--- config.mk ---
export PLATFORM = sky130hd
export DESIGN_NAME = branch_resolve_ctrl
export DESIGN_NICKNAME = d
export VERILOG_FILES = /design/src/rtl/branch_resolve_ctrl_pkg.sv /design/src/rtl/branch_resolve_ctrl_hazard.sv /design/src/rtl/branch_resolve_ctrl.sv
export SDC_FILE = /design/constraint.sdc
export NUM_CORES = 1
export LEC_CHECK = 0
export ABC_AREA = 1
export BUFFER_PORTS_ARGS = -buffer_cell sky130_fd_sc_hd__buf_2
export CORE_MARGIN = 4
export CORE_UTILIZATION = 41
export DETAILED_ROUTE_END_ITERATION = 10
export PLACE_DENSITY_LB_ADDON = 0.3
export SLEW_MARGIN = 20
export SYNTH_ARGS = -nofsm -noshare
export SYNTH_HDL_FRONTEND = slang
export SYNTH_SLANG_ARGS = --single-unit
--- constraint.sdc ---
create_clock -name clk -period 1.7 [get_ports clk]
set_input_delay 0.255 -clock clk [delete_from_list [all_inputs] [get_ports clk]]
set_output_delay 0.255 -clock clk [all_outputs]
set_load 0.02 [all_outputs]
--- src/rtl/branch_resolve_ctrl_pkg.sv ---
// Shared constants for decode-stage branch resolution.
// Opcodes, REGIMM sub-ops, forward selects and FSM states.
package branch_resolve_ctrl_pkg;

  localparam logic [5:0] OP_REGIMM = 6'h01;
  localparam logic [5:0] OP_BEQ    = 6'h04;
  localparam logic [5:0] OP_BNE    = 6'h05;
  localparam logic [5:0] OP_BLEZ   = 6'h06;
  localparam logic [5:0] OP_BGTZ   = 6'h07;

  localparam logic [4:0] RT_BLTZ   = 5'h00;
  localparam logic [4:0] RT_BGEZ   = 5'h01;
  localparam logic [4:0] RT_BLTZAL = 5'h10;
  localparam logic [4:0] RT_BGEZAL = 5'h11;

  typedef enum logic {
    FWD_RF  = 1'b0,
    FWD_MEM = 1'b1
  } fwd_sel_e;

  typedef enum logic {
    BR_IDLE = 1'b0,
    BR_WAIT = 1'b1
  } br_state_e;

  function automatic logic [31:0] sat_inc(
    input logic [31:0] v
  );
    return (v == 32'hFFFF_FFFF) ? v : v + 32'd1;
  endfunction

endpackage

--- src/rtl/branch_resolve_ctrl_hazard.sv ---
// Per-operand RAW hazard check and forward select.
// Register $0 never hazards and is never forwarded.
module branch_hazard_detect
  import branch_resolve_ctrl_pkg::*;
#(
  parameter int RA = 5
) (
  input  logic [RA-1:0] i_src,
  input  logic          i_use,
  input  logic          i_ex_wreg,
  input  logic [RA-1:0] i_ex_waddr,
  input  logic          i_mem_wreg,
  input  logic [RA-1:0] i_mem_waddr,
  input  logic          i_mem_load,
  input  logic          i_mem_ready,
  output logic          o_haz,
  output fwd_sel_e      o_fwd
);

  logic w_nz;
  logic w_ex_hit;
  logic w_mem_hit;
  logic w_mem_wait;

  assign w_nz       = (i_src != '0);
  assign w_ex_hit   = w_nz && i_ex_wreg
                   && (i_ex_waddr == i_src);
  assign w_mem_hit  = w_nz && i_mem_wreg
                   && (i_mem_waddr == i_src);
  assign w_mem_wait = w_mem_hit && i_mem_load
                   && !i_mem_ready;

  // EX producer outranks MEM; MEM load stalls until data is valid
  always_comb begin
    o_haz = i_use && (w_ex_hit || w_mem_wait);
    o_fwd = (w_mem_hit && !w_ex_hit) ? FWD_MEM : FWD_RF;
  end

endmodule

--- src/rtl/branch_resolve_ctrl.sv ---
// Decode-stage branch resolve: stall, forward, redirect.
// Optional counters under BRANCH_RESOLVE_STATS_EN.
module branch_resolve_ctrl
  import branch_resolve_ctrl_pkg::*;
#(
  parameter int DW = 32,
  parameter int RA = 5
) (
  input  logic          clk,
  input  logic          resetn,
  input  logic          id_valid,
  input  logic [5:0]    id_op,
  input  logic [4:0]    id_rt_f,
  input  logic [RA-1:0] id_rs,
  input  logic [RA-1:0] id_rt,
  input  logic [DW-1:0] id_pc4,
  input  logic [15:0]   id_imm,
  input  logic [DW-1:0] rf_a,
  input  logic [DW-1:0] rf_b,
  input  logic          ex_wreg,
  input  logic [RA-1:0] ex_waddr,
  input  logic          mem_wreg,
  input  logic [RA-1:0] mem_waddr,
  input  logic          mem_load,
  input  logic          mem_ready,
  input  logic [DW-1:0] mem_result,
  input  logic          pipe_flush,
  input  logic          cmp_y,
  output logic [5:0]    cmp_op,
  output logic [4:0]    cmp_rt,
  output logic [DW-1:0] cmp_a,
  output logic [DW-1:0] cmp_b,
  output logic          stall_id,
  output logic          redirect_valid,
`ifdef BRANCH_RESOLVE_STATS_EN
  output logic [31:0]   stat_branches,
  output logic [31:0]   stat_taken,
  output logic [31:0]   stat_stalls,
`endif
  output logic [DW-1:0] redirect_target
);

  br_state_e     r_state;
  br_state_e     w_state_nxt;
  logic          r_redir_valid;
  logic [DW-1:0] r_redir_target;

  logic          w_is_br;
  logic          w_use_b;
  logic          w_haz_a;
  logic          w_haz_b;
  logic          w_haz;
  fwd_sel_e      w_fwd_a;
  fwd_sel_e      w_fwd_b;
  logic          w_stall;
  logic          w_resolve;
  logic          w_taken;
  logic [DW-1:0] w_target;

  // Decode branch class from opcode and REGIMM sub-op
  always_comb begin
    w_is_br = 1'b0;
    w_use_b = 1'b0;
    if (id_valid) begin
      unique case (1'b1)
        (id_op == OP_BEQ),
        (id_op == OP_BNE): begin
          w_is_br = 1'b1;
          w_use_b = 1'b1;
        end
        (id_op == OP_BLEZ),
        (id_op == OP_BGTZ): w_is_br = 1'b1;
        (id_op == OP_REGIMM):
          w_is_br = (id_rt_f inside
            {RT_BLTZ, RT_BGEZ,
             RT_BLTZAL, RT_BGEZAL});
        default: w_is_br = 1'b0;
      endcase
    end
  end

  branch_hazard_detect #(.RA(RA)) u_haz_rs (
    .i_src       (id_rs),
    .i_use       (1'b1),
    .i_ex_wreg   (ex_wreg),
    .i_ex_waddr  (ex_waddr),
    .i_mem_wreg  (mem_wreg),
    .i_mem_waddr (mem_waddr),
    .i_mem_load  (mem_load),
    .i_mem_ready (mem_ready),
    .o_haz       (w_haz_a),
    .o_fwd       (w_fwd_a)
  );

  branch_hazard_detect #(.RA(RA)) u_haz_rt (
    .i_src       (id_rt),
    .i_use       (w_use_b),
    .i_ex_wreg   (ex_wreg),
    .i_ex_waddr  (ex_waddr),
    .i_mem_wreg  (mem_wreg),
    .i_mem_waddr (mem_waddr),
    .i_mem_load  (mem_load),
    .i_mem_ready (mem_ready),
    .o_haz       (w_haz_b),
    .o_fwd       (w_fwd_b)
  );

  assign w_haz = w_haz_a || w_haz_b;

  assign w_target = id_pc4
    + {{(DW-18){id_imm[15]}}, id_imm, 2'b00};

  // Comparator inputs; non-branches get op 0 so the result is 0
  always_comb begin
    cmp_op = w_is_br ? id_op : 6'd0;
    cmp_rt = w_is_br ? id_rt_f : 5'd0;
    cmp_a  = (w_fwd_a == FWD_MEM) ? mem_result : rf_a;
    cmp_b  = (w_fwd_b == FWD_MEM) ? mem_result : rf_b;
  end

  // Next state, stall and resolve strobe
  always_comb begin
    w_state_nxt = r_state;
    w_stall     = 1'b0;
    w_resolve   = 1'b0;
    unique case (r_state)
      BR_IDLE: begin
        if (w_is_br) begin
          if (w_haz) begin
            w_stall     = 1'b1;
            w_state_nxt = BR_WAIT;
          end else begin
            w_resolve   = 1'b1;
          end
        end
      end
      BR_WAIT: begin
        if (!w_is_br) begin
          w_state_nxt = BR_IDLE;
        end else if (w_haz) begin
          w_stall     = 1'b1;
        end else begin
          w_resolve   = 1'b1;
          w_state_nxt = BR_IDLE;
        end
      end
      default: w_state_nxt = BR_IDLE;
    endcase
  end

  // Reset and flush suppress the stall immediately
  assign stall_id = w_stall && resetn && !pipe_flush;
  assign w_taken  = w_resolve && cmp_y;

  // State and redirect registers; flush beats a resolve
  always_ff @(posedge clk) begin
    if (!resetn) begin
      r_state        <= BR_IDLE;
      r_redir_valid  <= 1'b0;
      r_redir_target <= '0;
    end else if (pipe_flush) begin
      r_state        <= BR_IDLE;
      r_redir_valid  <= 1'b0;
    end else begin
      r_state        <= w_state_nxt;
      r_redir_valid  <= w_taken;
      if (w_taken) begin
        r_redir_target <= w_target;
      end
    end
  end

  assign redirect_valid  = r_redir_valid;
  assign redirect_target = r_redir_target;

`ifdef BRANCH_RESOLVE_STATS_EN
  logic [31:0] r_st_br;
  logic [31:0] r_st_tk;
  logic [31:0] r_st_sl;

  // Saturating counters; only reset clears them
  always_ff @(posedge clk) begin
    if (!resetn) begin
      r_st_br <= '0;
      r_st_tk <= '0;
      r_st_sl <= '0;
    end else begin
      if (w_resolve && !pipe_flush) begin
        r_st_br <= sat_inc(r_st_br);
      end
      if (w_taken && !pipe_flush) begin
        r_st_tk <= sat_inc(r_st_tk);
      end
      if (stall_id) begin
        r_st_sl <= sat_inc(r_st_sl);
      end
    end
  end

  assign stat_branches = r_st_br;
  assign stat_taken    = r_st_tk;
  assign stat_stalls   = r_st_sl;
`endif

endmodule

=== Word-level counts from Yosys, hierarchy flattened ===
Cells that the tools add are included.

* Register bits after elaboration: 33
* Input bits: 184
* Output and inout bits: 109
* Logic and storage cells: 64

* $add $sub $neg: 1
* Eq/ne operators: 12
* Multiplexer cells: 14
* Bitwise logic cells: 2
* Reductions and logical operators: 33

{| class="wikitable"
|+ Operators by type and width
! cell !! number
|-
| $mux W32 || 2
|-
| $add A32 B32 Y32 || 1
|-
| $eq A6 B3 Y1 const B || 4
|-
| $eq A5 B5 Y1 || 4
|-
| $logic_and A1 B1 Y1 || 18
|-
| $eq A5 B5 Y1 const B || 2
|-
| $reduce_bool A5 Y1 || 2
|-
| $mux W1 || 9
|-
| $eq A6 B1 Y1 const B || 1
|-
| $mux W6 || 1
|-
| $eq A5 B1 Y1 const B || 1
|-
| $logic_not A5 Y1 || 1
|-
| $mux W5 || 1
|-
| $logic_not A1 Y1 || 4
|-
| $reduce_bool A4 Y1 || 1
|-
| $reduce_or A2 Y1 || 2
|-
| $reduce_or A4 Y1 || 1
|-
| $logic_or A1 B1 Y1 || 3
|-
| $not A1 Y1 || 2
|-
| $pmux W1 S2 || 1
|-
| $reduce_and A2 Y1 || 1
|}

=== Longest topological paths before layout ===
* Depth in word-level cells: 12
* Depth in mapped cells: 15
* Mapped depth without buffers: 14

=== By module ===
From an unflattened synthesis, not the netlist that was laid out.

* Cells, all modules: 825
* Area, all modules: 4823.4 sq um

{| class="wikitable"
|+ Modules (own cells, without submodules)
! module !! instances !! cells an instance !! area an instance (sq um) !! sequential area each (sq um)
|-
| branch_resolve_ctrl || 1 || 717 || 4367.9 || 660.6
|-
| branch_hazard_detect || 2 || 54 || 227.7 || 0.0
|}

=== Worst setup path before layout ===
OpenSTA, ideal clock, no wires.

* Path type: in2reg
* Start point: input port id_pc4[2]
* End point: register r_redir_target[18], in the netlist redirect_target[18]
* Setup time: 119 ps
* Arrival time: 1698 ps
* Data required time: 1581 ps
* Path slack: -117 ps
* Stages on the path: 11
* Path buffers: 0
* Cells stage by stage: ha_1 fa_1 nand3_1 nand3_1 nand2_1 nand2_1 nand2_1 nand2_1 xor2_1 nor2_1 a21oi_2

* Word-level cells in the longest chain between the ends: 1

{| class="wikitable"
|+ RTL lines
! what !! line !! source
|-
| start: declaration || branch_resolve_ctrl.sv:16 || <nowiki>input logic [DW-1:0] id_pc4,</nowiki>
|-
| $add A32 B32 Y32 || branch_resolve_ctrl.sv:111 || <nowiki>+ {{(DW-18){id_imm[15]}}, id_imm, 2'b00};</nowiki>
|-
| end signal: assignment || branch_resolve_ctrl.sv:168 || <nowiki>r_redir_target <= w_target;</nowiki>
|-
| end: declaration || branch_resolve_ctrl.sv:46 || <nowiki>logic [DW-1:0] r_redir_target;</nowiki>
|}

Every way passes these cells.
A chain may end at the register's enable or synchronous reset.

=== Worst setup path after layout ===
* Start point: input port ex_waddr[4]
* End point: output port cmp_b[25]

* Word-level cells in the longest chain between the ends: 6

{| class="wikitable"
|+ RTL lines
! what !! line !! source
|-
| start: declaration || branch_resolve_ctrl.sv:21 || <nowiki>input logic [RA-1:0] ex_waddr,</nowiki>
|-
| $eq A5 B5 Y1 || branch_resolve_ctrl_hazard.sv:27 || <nowiki>&& (i_ex_waddr == i_src);</nowiki>
|-
| $logic_and A1 B1 Y1 || branch_resolve_ctrl_hazard.sv:27 ||
|-
| $logic_not A1 Y1 || branch_resolve_ctrl_hazard.sv:36 || <nowiki>o_fwd = (w_mem_hit && !w_ex_hit) ? FWD_MEM : FWD_RF;</nowiki>
|-
| $logic_and A1 B1 Y1 || branch_resolve_ctrl_hazard.sv:36 ||
|-
| $mux W1 || branch_resolve_ctrl_hazard.sv:36 ||
|-
| $mux W32 || branch_resolve_ctrl.sv:118 || <nowiki>cmp_b = (w_fwd_b == FWD_MEM) ? mem_result : rf_b;</nowiki>
|-
| end: declaration || branch_resolve_ctrl.sv:32 || <nowiki>output logic [DW-1:0] cmp_b,</nowiki>
|}

Every way passes these cells.

==> flow_summary.toml <==
[run_status]
outcome = "complete, but fails checks"
violations = "setup timing"

[global_route]
met1_usage = 0.428
busiest_layer = "met2"
grt_pass1_wl_um = 34600
grt-ovfl-total = 0
grt_max_degree = 27
gr-usage-met3 = 0.0741
grt_util_met2 = 0.470
antenna_found_initial = 5
grt_usage = 0.305
grt_pass1_vias = 6834

[finish]
area_delta_synth_final_pct = 93.6
layout_common_cells = "nand2_1, buf_2, inv_1"
fill_cells = 884
drive_above_1_share = 0.483
final_area_mm2 = 0.00976
num-nets-final = 1591
final_common_cell = "nand2_1"

[pwr]
irDropWorstVdd_mv = 0.420
power.density_mw_per_mm2 = 423
p_leak_nw = 5.53
p_total_mw = 4.13

[die]
start_util = 0.420
coreArea_mm2 = 0.0120
die_h_um = 119
ioPinCount = 293
die_area_mm2 = 0.0141
chipWidth_um = 119
num_rows = 40

[worst_setup_path]
endpoint = "cmp_b[25]"
regToRegSetupSlack_ns = 1.05
r2r-start = "redirect_target[3]"
r2r-end = "redirect_target[3]"
cp.arrival_ns = 1.68
path_class = "input pin to output pin"
worstSetupStartpoint = "ex_waddr[4]"
rr_worst_depth = 4
crit_fanout = 6
crit_path_start_kind = "input pin"
cp.required_ns = 1.44
end_kind = "output pin"

[yosys]
ys_types = 36
yosysWarningCount = 0
yosysTopAreaCellShare = 0.293
synth_area_per_cell_um2 = 5.04
async_flop_share = 0
netlist_instances = 999
yosysSeqAreaShare = 0.131
synth_seq_cells = 33
yosys.area.top_type = "nand2_1"
syn_area_mm2 = 0.00504
synth_edf_count = 0
synthTopCellsByArea = "nand2_1, inv_1, dfxtp_1"
synth-main-ff-cell = "dfxtp_1"

[route]
vias = 7862
vias_per_cell = 5.14
ant_nets = 0
routed_wirelength_um = 27300
first_pass_iters = 5
drt_iter0_markers = 646
drc = 0
avgRoutedWirePerCell_um = 17.8

[clocking]
clock_latency_ns = 0.27
htree_levels = 2
clock_path_buffers = 2
cts_hold_buffers = 0
cts_buffers = 5
clk_pin_slew_ns = 0.05
clock-root-buffer = "clkbuf_16"
cts_tree = "yes"
clock-sinks = 33

[sta]
setup_viol = 62
hold_viol = 0
max_freq_mhz = 517
fin_setup_tns_ns = -5.89
final_max_slew_viol_count = 0
worst_slack_ns = -0.234
fin_crit_sh = 1.14
min_period_ns = 1.93
rsz0062_at_grt = "true"
finClkSkew_ns = 0

[worst_hold_path]
worstHoldPathType = "input pin to flop"

[placed_design]
dpl_cell_area_mm2 = 0.00720
dpl.hpwl_um = 18800
gpl.final_weighted_congestion = 0.985
numPortBuffers = 289

[flow_run]
cap_violations = 0
==> critical path: stages <==
cell and delay [ns]:
buf_8 0.11, xnor2_2 0.15, nand2_1 0.10, nor2_1 0.12, nand2_2 0.09, nand3_4 0.12, buf_12 0.15, clkbuf_16 0.16
nand2_1 0.08, o21ai_1 0.14, buf_4 0.18
==> through the flow <==
step	hold WS (ns)	setup slack, ns	instances	utilization
5_1_grt	0.230	-0.255	1530	0.812
3_5_place_dp	0.462	-0.393	1487	0.599
3_3_place_gp	0.457	-0.342	1487	0.599
6_report	0.198	-0.234	1530	0.812
2_1_floorplan	0.390	-0.0479	1001	-
4_1_cts	0.200	-0.118	1507	0.660
==> per-layer routing <==
metal | part of all wire | vias up
li1 | - | 3756
met1 | 0.40 | 3533
met2 | 0.46 | 470
met3 | 0.094 | 103
met4 | 0.048 | 0
met5 | 0 | -
==> worst min path at each step <==
stage	startpoint	end	slack (ns)	cells past startpoint
final	id_pc4[1]	redirect_target[1]	0.20	3
after global routing	id_pc4[0]	redirect_target[0]	0.23	3
after CTS	id_pc4[1]	redirect_target[1]	0.20	3
after detailed placement	redirect_target[22]	redirect_target[22]	0.46	2
after global placement	redirect_target[21]	redirect_target[21]	0.46	2
after floorplan	id_pc4[0]	redirect_target[0]	0.39	2
==> layout make-up <==
cell class / count / area [um^2] / area share
clock buffers: 5 / 125 / 0.0128
clock inverters: 3 / 17.5 / 0.00180
well taps: 147 / 184 / 0.0189
flip-flops and latches: 33 / 661 / 0.0677
repair buffers: 396 / 3120 / 0.320
diodes: 5 / 12.5 / 0.00128
multi-input cells: 724 / 4780 / 0.490
inverters: 217 / 855 / 0.0876
==> timing repair <==
item                       CTS  global route
hold endpoints to repair     0             0
resized for setup          176           372
buffers inserted             9            11
cloned                       3            10
pin swaps                    8            39
setup endpoints to repair   67            89
==> power by group <==
| part | switching, mW | internal, mW | leakage (nW) |
|---|---|---|---|
| combinational | 1.40 | 1.09 | 5.19 |
| clock | 0.326 | 0.536 | 0.0696 |
| sequential | 0.00280 | 0.780 | 0.266 |
| total | 1.72 | 2.40 | 5.53 |
==> synth_stat cells, types with 5 or more instances <==
library cell,number
a21oi_1,20
a21oi_2,5
and2_1,5
clkbuf_1,15
dfxtp_1,33
ha_1,29
inv_1,210
inv_2,6
nand2_1,393
nand3_1,42
nand4_1,19
nor2_1,104
o21ai_0,65
xnor2_1,12
==> logic make-up (layout without fill, tap and decap cells) <==
family | Yosys count | count (layout) | share of synthesized area
other cells | 1 | 8 | 0.000744
flops | 33 | 33 | 0.131
compound gates | 95 | 95 | 0.101
simple gates | 580 | 580 | 0.471
fa+ha+maj | 30 | 30 | 0.0760
buf+inv | 244 | 621 | 0.192
xor+xnor | 16 | 16 | 0.0278
==> flip-flops by register name, summed over array words and instances, names as in the netlist <==
| register | count |
|---|---|
| redirect_target | 32 |
| redirect_valid | 1 |
Power figures use the tool's default switching activity.
